## src/rtl/stream_fifo_pkg.sv

```systemverilog
// Shared definitions for the stream_fifo buffer: RAM style names, level-width
// helper and a status bundle for upstream status buses.
package stream_fifo_pkg;

  localparam string RAM_DISTRIBUTED = "distributed";
  localparam string RAM_BLOCK       = "block";

  // Status buses carry the level in a fixed-width field so that FIFOs of
  // different depths can share one bus type.
  localparam int STATUS_LVL_W = 16;

  typedef struct packed {
    logic                    almost_full;
    logic                    almost_empty;
    logic [STATUS_LVL_W-1:0] level;
  } stream_fifo_status_t;

  // Level must represent 0..FIFO_DEPTH+1 (output register adds one word).
  function automatic int lvl_w(input int depth);
    return $clog2(depth + 2);
  endfunction

endpackage

```

## src/rtl/stream_fifo_ram.sv

```systemverilog
// Simple dual-port storage for stream_fifo. REG_READ=0 gives a combinational
// read; REG_READ=1 gives a read register that only loads on rd_en and holds
// otherwise (block RAM inferable, read-first on an address collision).
module stream_fifo_ram
  import stream_fifo_pkg::*;
#(
  parameter int    DATA_WIDTH = 8,
  parameter int    FIFO_DEPTH = 32,
  parameter string RAM_TYPE   = RAM_DISTRIBUTED,
  parameter int    REG_READ   = 0,
  localparam int   ADDR_W     = $clog2(FIFO_DEPTH)
) (
  input  logic                  i_clk,
  input  logic                  wr_en,
  input  logic [ADDR_W-1:0]     wr_addr,
  input  logic [DATA_WIDTH-1:0] wr_data,
  input  logic                  rd_en,
  input  logic [ADDR_W-1:0]     rd_addr,
  output logic [DATA_WIDTH-1:0] rd_data
);

  (* ram_style = RAM_TYPE *) logic [DATA_WIDTH-1:0] mem [FIFO_DEPTH];

  // Write port: no reset, contents survive flush and reset.
  always_ff @(posedge i_clk) begin
    if (wr_en) mem[wr_addr] <= wr_data;
  end

  if (REG_READ != 0) begin : g_reg_read
    // Registered read: holds the last word until the next rd_en.
    always_ff @(posedge i_clk) begin
      if (rd_en) rd_data <= mem[rd_addr];
    end
  end else begin : g_async_read
    logic unused_rd_en;
    assign unused_rd_en = rd_en;
    // Combinational read of the addressed word.
    always_comb rd_data = mem[rd_addr];
  end

endmodule

```

## src/rtl/stream_fifo.sv

```systemverilog
// stream_fifo: single-clock FWFT FIFO with valid/ready on both sides,
// runtime almost-full/almost-empty thresholds, level output and flush.
// Optional build macro STREAM_FIFO_OUT_REG_EN: the RAM read register becomes
// the output register (capacity FIFO_DEPTH+1, write-to-read latency 2).
// Without it the head is a combinational memory read (capacity FIFO_DEPTH,
// latency 1) and RAM_TYPE must stay "distributed".
//
// Handshake: a word moves on a rising edge where valid & ready are both high
// on that side; valid never waits on ready, o_s_ready comes from registered
// state plus i_flush only, and o_m_data holds while o_m_valid & ~i_m_ready.
module stream_fifo
  import stream_fifo_pkg::*;
#(
  parameter int    DATA_WIDTH = 8,
  parameter int    FIFO_DEPTH = 32,
  parameter string RAM_TYPE   = RAM_DISTRIBUTED,
  localparam int   PTR_W      = $clog2(FIFO_DEPTH),
  localparam int   LVL_W      = lvl_w(FIFO_DEPTH)
) (
  input  logic                  i_clk,
  input  logic                  i_a_rst_n,
  input  logic                  i_flush,
  input  logic                  i_s_valid,
  input  logic [DATA_WIDTH-1:0] i_s_data,
  output logic                  o_s_ready,
  output logic                  o_m_valid,
  output logic [DATA_WIDTH-1:0] o_m_data,
  input  logic                  i_m_ready,
  input  logic [LVL_W-1:0]      i_af_thr,
  input  logic [LVL_W-1:0]      i_ae_thr,
  output logic                  o_almost_full,
  output logic                  o_almost_empty,
  output logic [LVL_W-1:0]      o_level
);

`ifdef STREAM_FIFO_OUT_REG_EN
  localparam int CAP_WORDS = FIFO_DEPTH + 1;
  localparam int REG_READ  = 1;
`else
  localparam int CAP_WORDS = FIFO_DEPTH;
  localparam int REG_READ  = 0;
`endif
  localparam logic [LVL_W-1:0] CAP = LVL_W'(CAP_WORDS);

  logic                  rst_done;
  logic [PTR_W-1:0]      wr_ptr;
  logic [PTR_W-1:0]      rd_ptr;
  logic [LVL_W-1:0]      level;
  logic                  push;
  logic                  pop;
  logic                  rd_en;
  logic [DATA_WIDTH-1:0] rd_data;

  // Explicit wrap so any depth works, not only powers of two.
  function automatic logic [PTR_W-1:0] ptr_inc(input logic [PTR_W-1:0] p);
    return (p == PTR_W'(FIFO_DEPTH - 1)) ? '0 : p + 1'b1;
  endfunction

  assign o_s_ready = rst_done & ~i_flush & (level != CAP);
  assign push      = i_s_valid & o_s_ready;
  assign pop       = o_m_valid & i_m_ready & ~i_flush;

`ifdef STREAM_FIFO_OUT_REG_EN
  logic out_valid;

  // Refill the output register whenever memory holds a word beyond the one
  // already presented and the register is empty or being drained.
  assign rd_en     = ~i_flush & (level > LVL_W'(out_valid)) & (~out_valid | pop);
  assign o_m_valid = out_valid;

  // Output register valid: set on refill, cleared on an unrefilled pop.
  always_ff @(posedge i_clk or negedge i_a_rst_n) begin
    if (!i_a_rst_n)   out_valid <= 1'b0;
    else if (i_flush) out_valid <= 1'b0;
    else if (rd_en)   out_valid <= 1'b1;
    else if (pop)     out_valid <= 1'b0;
  end
`else
  assign rd_en     = pop;
  assign o_m_valid = (level != '0);
`endif

  assign o_m_data = rd_data;

  // Ready is withheld until one edge after reset release.
  always_ff @(posedge i_clk or negedge i_a_rst_n) begin
    if (!i_a_rst_n) rst_done <= 1'b0;
    else            rst_done <= 1'b1;
  end

  // Pointer advance; flush returns both to zero.
  always_ff @(posedge i_clk or negedge i_a_rst_n) begin
    if (!i_a_rst_n) begin
      wr_ptr <= '0;
      rd_ptr <= '0;
    end else if (i_flush) begin
      wr_ptr <= '0;
      rd_ptr <= '0;
    end else begin
      if (push)  wr_ptr <= ptr_inc(wr_ptr);
      if (rd_en) rd_ptr <= ptr_inc(rd_ptr);
    end
  end

  // Held-word count, including any word sitting in the output register.
  always_ff @(posedge i_clk or negedge i_a_rst_n) begin
    if (!i_a_rst_n)        level <= '0;
    else if (i_flush)      level <= '0;
    else if (push && !pop) level <= level + 1'b1;
    else if (!push && pop) level <= level - 1'b1;
  end

  assign o_level        = level;
  assign o_almost_full  = (level >= i_af_thr);
  assign o_almost_empty = (level <= i_ae_thr);

  stream_fifo_ram #(
    .DATA_WIDTH (DATA_WIDTH),
    .FIFO_DEPTH (FIFO_DEPTH),
    .RAM_TYPE   (RAM_TYPE),
    .REG_READ   (REG_READ)
  ) u_ram (
    .i_clk   (i_clk),
    .wr_en   (push),
    .wr_addr (wr_ptr),
    .wr_data (i_s_data),
    .rd_en   (rd_en),
    .rd_addr (rd_ptr),
    .rd_data (rd_data)
  );

endmodule

```

## config.mk

```make
export PLATFORM = sky130hd
export DESIGN_NAME = stream_fifo
export DESIGN_NICKNAME = d
export VERILOG_FILES = /design/src/rtl/stream_fifo_pkg.sv /design/src/rtl/stream_fifo_ram.sv /design/src/rtl/stream_fifo.sv
export SDC_FILE = /design/constraint.sdc
export NUM_CORES = 1
export LEC_CHECK = 0
export ABC_AREA = 0
export CAP_MARGIN = 20
export CORE_MARGIN = 2
export CORE_UTILIZATION = 30
export CTS_BUF_LIST = sky130_fd_sc_hd__clkbuf_8
export DETAILED_ROUTE_END_ITERATION = 8
export GPL_TIMING_DRIVEN = 0
export PLACE_DENSITY = 0.57
export SETUP_SLACK_MARGIN = 0.05
export SYNTH_ARGS = -nofsm -noshare
export SYNTH_HDL_FRONTEND = slang
export SYNTH_HIERARCHICAL = 1
export SYNTH_SLANG_ARGS = --single-unit
export TNS_END_PERCENT = 30
```

## constraint.sdc

```tcl
create_clock -name i_clk -period 7.8 [get_ports i_clk]
set_input_delay 1.56 -clock i_clk [delete_from_list [all_inputs] [get_ports i_clk]]
set_output_delay 1.56 -clock i_clk [all_outputs]
set_load 0.01 [all_outputs]
```

* Yosys cells after proc, flatten, opt, wreduce, memory -nomap -nowiden
Memory sizes are Yosys's and may differ from the RTL's.
Index checks and enable logic that the tools add are counted.
** Storage, ports and cells
- Flip-flop bits (word level) :: 17
- Bits in writable memories :: 256
- Bits of input ports :: 25
- Output and inout bits :: 18
- Logic and storage cells :: 39
- Memories kept :: 1
** Cells by class
- $add $sub $neg :: 4
- $lt $le $gt $ge :: 2
- Eq/ne operators :: 3
- Multiplexer cells :: 11
- Bitwise logic cells :: 6
- Reduce and logical (&&, ||, !) cells :: 8
** Memory list
- u_ram.mem :: depth 32, width 8, rd ports 1, clocked after Yosys merged registers in 0, write ports 1, line stream_fifo_ram.sv:22 : (* ram_style = RAM_TYPE *) logic [DATA_WIDTH-1:0] mem [FIFO_DEPTH];
** Operators by type and width (number)
- $mux 5 :: 6
- $mux 6 :: 3
- $add 5x1->5 const B :: 2
- $eq 5x5->1 const B :: 2
- $add 6x1->6 const B :: 1
- $ge 6x6->1 :: 1
- $le 6x6->1 :: 1
- $ne 6x6->1 const B :: 1
- $reduce_bool 6->1 :: 1
- $sub 6x1->6 const B :: 1
- $and 1x1->1 :: 5
- $reduce_bool 2->1 :: 2
- $reduce_bool 3->1 :: 1
- $logic_and 1x1->1 :: 2
- $logic_not 1->1 :: 2
- $mux 1 :: 2
- $not 1->1 :: 1

* Logic depth before layout (Yosys ltp)
- Word-level depth :: 9
- Mapped depth :: 10

* By module
Netlist, hierarchy kept.
** By module, submodules not included
- stream_fifo_ram :: instances 1, cells an instance 409, area each 9893.2 um^2
- stream_fifo :: instances 1, cells an instance 151, area each 1376.3 um^2

* Worst setup path after synthesis
Ideal clock, no wire load.
- Path type :: in2out
- Start :: input i_ae_thr[1]
- End :: output o_almost_empty
- Arrival :: 2823 ps
- Required time :: 6240 ps
- Slack :: 3417 ps
- Stages on the path :: 8
- Buffers on the path :: 0
- Cell sequence :: inv_1 -> ha_1 -> nor2b_1 -> o21a_1 -> o21a_1 -> o21a_1 -> o21a_1 -> o22ai_1
** On the way
- Longest elaborated chain between the ends :: 1
** Ends and longest elaborated chain
- from (decl) :: line stream_fifo.sv:30 : input logic [LVL_W-1:0] i_ae_thr,
- $le 6x6->1 :: line stream_fifo.sv:115 : assign o_almost_empty = (level <= i_ae_thr);
- to (decl) :: line stream_fifo.sv:32 : output logic o_almost_empty,
Every way passes these cells.

* Worst setup path in the final report
- Start :: register rd_ptr[2]
- End :: output o_m_data[0]
** On the way
- Longest elaborated chain between the ends :: 1
** Ends and longest elaborated chain
- from (decl) :: line stream_fifo.sv:47 : logic [PTR_W-1:0] rd_ptr;
- from (signal assigned) :: line stream_fifo.sv:101 : if (rd_en) rd_ptr <= ptr_inc(rd_ptr);
- $mem_v2 32x8
- to (decl) :: line stream_fifo.sv:27 : output logic [DATA_WIDTH-1:0] o_m_data,
Every way passes these cells.

==> impl_results.md <==
- Net Sw Frac: 25.06%
- Status: completed
- Comb power frac: 16.9%
- CTS tree: yes
- Reg area: 0.008113 sq mm
- Post-Syn Area: 0.01127 sq mm
- Slowest-stage cell, CP: clkbuf_1
- Met3 usage: 2.538%
- HP Class: flip-flop to flip-flop
- Chip height: 197.8 um
- Pin count of the biggest net entering global routing: 33
- Iteration-0 DRC count of the detailed router: 390
- Chip width: 197.8 um
- Cts hold-fix bufs: 0
- Final hold vios: 0
- F_max: 180.1 MHz
- Worst skew pair latency: 0.57 ns
- Vias in the first global route: 5691
- Largest stage delay on the critical path: 0.63 ns
- Reg2reg setup slack: 4.50 ns
- Design area: 0.01332 sq mm
- Initial antenna violation count: 0
- Area grow syn2layout: 18.21%
- Int Power: 2.536 mW
- GR Overflow Total: 0
- Initial Util: 30.63%
- DP Area: 0.01241 sq mm
- Crit-path cells: clkbuf_1, clkbuf_1, mux4_2, mux4_2, mux2_2, clkdlybuf4s50_1
- Die ar.: 0.03912 sq mm
- Syn. warnings: 6
- RSZ-0062 raised after global routing: no
- Crit Path Max Fanout: 10
- Std-Cell Rows: 70
- CP Depth: 6
- Part of the cycle the worst path needs: 71.17%
- Hold Path Depth: 2
- P_leak: 4.284 nW
- Sink Count: 273
- Overall routing resource usage: 12.38%
- Reg2Reg Depth: 10
- Setup_tns: 0 ns
- Tmin final: 5.551 ns
- WL per Instance: 20.38 um
- Drt via density: 4.824
- Post-CTS sizing: 0
- Maxcap violations: 0
- # H-tree levels: 2
- Synth Instances: 559
- Clock share of power: 34.1%
- Share of post-route cells with drive strength above 1: 26.02%
- Crit start category: flip-flop
- Area of the multi-input gates: 0.002970 sq mm
- ANT cells: 0
- First-pass GRT wire length: 35530 um
- DRT antenna net count: 0
- Detailed placement HPWL: 15950 um
- Critical path class: flip-flop to output port
- Worst vdd ir: 0.1041 mV
- Met1 usage in global routing: 17.66%
- Clk slew on worst S/H paths: 0.06 ns
- Crit-path leading delay family: buffers and inverters
- CP arrival: 3.99 ns
- Core area: 0.03679 sq mm
- Final nets: 701
- Sequential Power Share: 48.9%
- Setup Viol. Count Final: 0
- Final wirelength: 23560 um
- Syn_area_per_cell: 20.15 sq um
- Global route hottest layer: met2
- PwrDens: 254.1 mW/mm^2
- CTS Buf Count: 44
- Clk_skew: 0.04062 ns
- GPL Wtd Cong: 0.7562
- DRT Pass-1 Iters: 4
- Residual DRC count: 0
- Via count: 5577
- WP data required: 6.24 ns
- Global Route met2 Usage: 18.73%
- I/O pins: 43
- Fillers: 3414
- Worst path bufs/invs: 3
- Max-slew headroom: 41.47%
- CP Capture Type: output port
- Slew Viols, Final: 0
- Net Sw Power: 0.8480 mW
- Clk buf depth: 3
- Mapped Nets: 605
- Clk root buf: clkbuf_8
- Worst slew pin tran: 0.8747 ns
- Post-CTS Setup Inserts: 0
- Port Buffers: 42
[path summary, 6_finish.rpt]
path	start	end
worst max register to register	o_level[1]$_DFFE_PN0P_	o_level[5]$_DFFE_PN0P_
worst max-delay path	rd_ptr[2]$_DFFE_PN0P_	o_m_data[0]
min in group asynchronous	i_a_rst_n	o_level[2]$_DFFE_PN0P_
worst min-delay path	rd_ptr[2]$_DFFE_PN0P_	rd_ptr[2]$_DFFE_PN0P_
max in group asynchronous	i_a_rst_n	o_level[4]$_DFFE_PN0P_
worst min register to register	rd_ptr[2]$_DFFE_PN0P_	rd_ptr[2]$_DFFE_PN0P_
[layer usage]
metal	routed length [um]	part of all wire, %	vias to the layer above
met5	0	0	-
met2	10750	46	179
met4	475	2.0	0
met3	1548	6.6	33
met1	10790	46	2871
li1	-	-	2494
[layout by cell type, fill, tap and decap left out, types with 7 or more instances in the layout]
cell type / count
edfxtp_1: 256
mux4_2: 80
clkbuf_8: 49
nor2_1: 43
clkdlybuf4s50_1: 42
inv_1: 29
ha_1: 20
dfrtp_1: 17
a21oi_1: 14
nand2_1: 12
clkinv_1: 8
mux2_2: 8
clkbuf_1: 7
buf_16: 7
[tightest hold or removal path, delay by kind of cell, from the launching register on]
family	cells	cell delay, ns
flops	1	0.42
compound gates	2	0.15
[power groups by stage]
| stage | clock network (mW) | registers [mW] | logic [mW] |
|---|---|---|---|
| after floorplan | 0 | 1.68 | 0.370 |
| after global placement | 0 | 1.69 | 0.562 |
| after detailed placement | 0 | 1.69 | 0.575 |
| after CTS | 1.19 | 1.66 | 0.579 |
| after global routing | 1.26 | 1.66 | 0.632 |
| final | 1.15 | 1.66 | 0.573 |
[final cells by class]
class	count	share of cell area, %
Sequential cell	273	60.92
Clock buffer	49	5.064
Timing Repair Buffer	50	4.716
Clock inverter	30	1.231
Multi-Input combinational cell	247	22.30
Buffer	23	0.9207
Tap cell	468	4.397
Inverter	16	0.4510
[per-stage QoR]
step	setup WS (ns)	cells	hold slack [ns]	total power, mW	utilization (%)
floorplan	3.417	559	0.5166	2.049	-
detailed placement	2.418	1074	0.6021	2.262	33.73
finish	2.249	1156	0.6162	3.384	36.20
global route	2.112	1156	0.6637	3.549	36.20
CTS	2.225	1153	0.6102	3.431	36.01
global placement	2.390	1069	0.5985	2.251	33.36
[registers in the layout, summed over array words and instances, names as in the netlist]
register   flops
u_ram/mem    256
rst_done       1
rd_ptr         5
wr_ptr         5
o_level        6
Note: power is estimated with default switching activity, not from simulation.
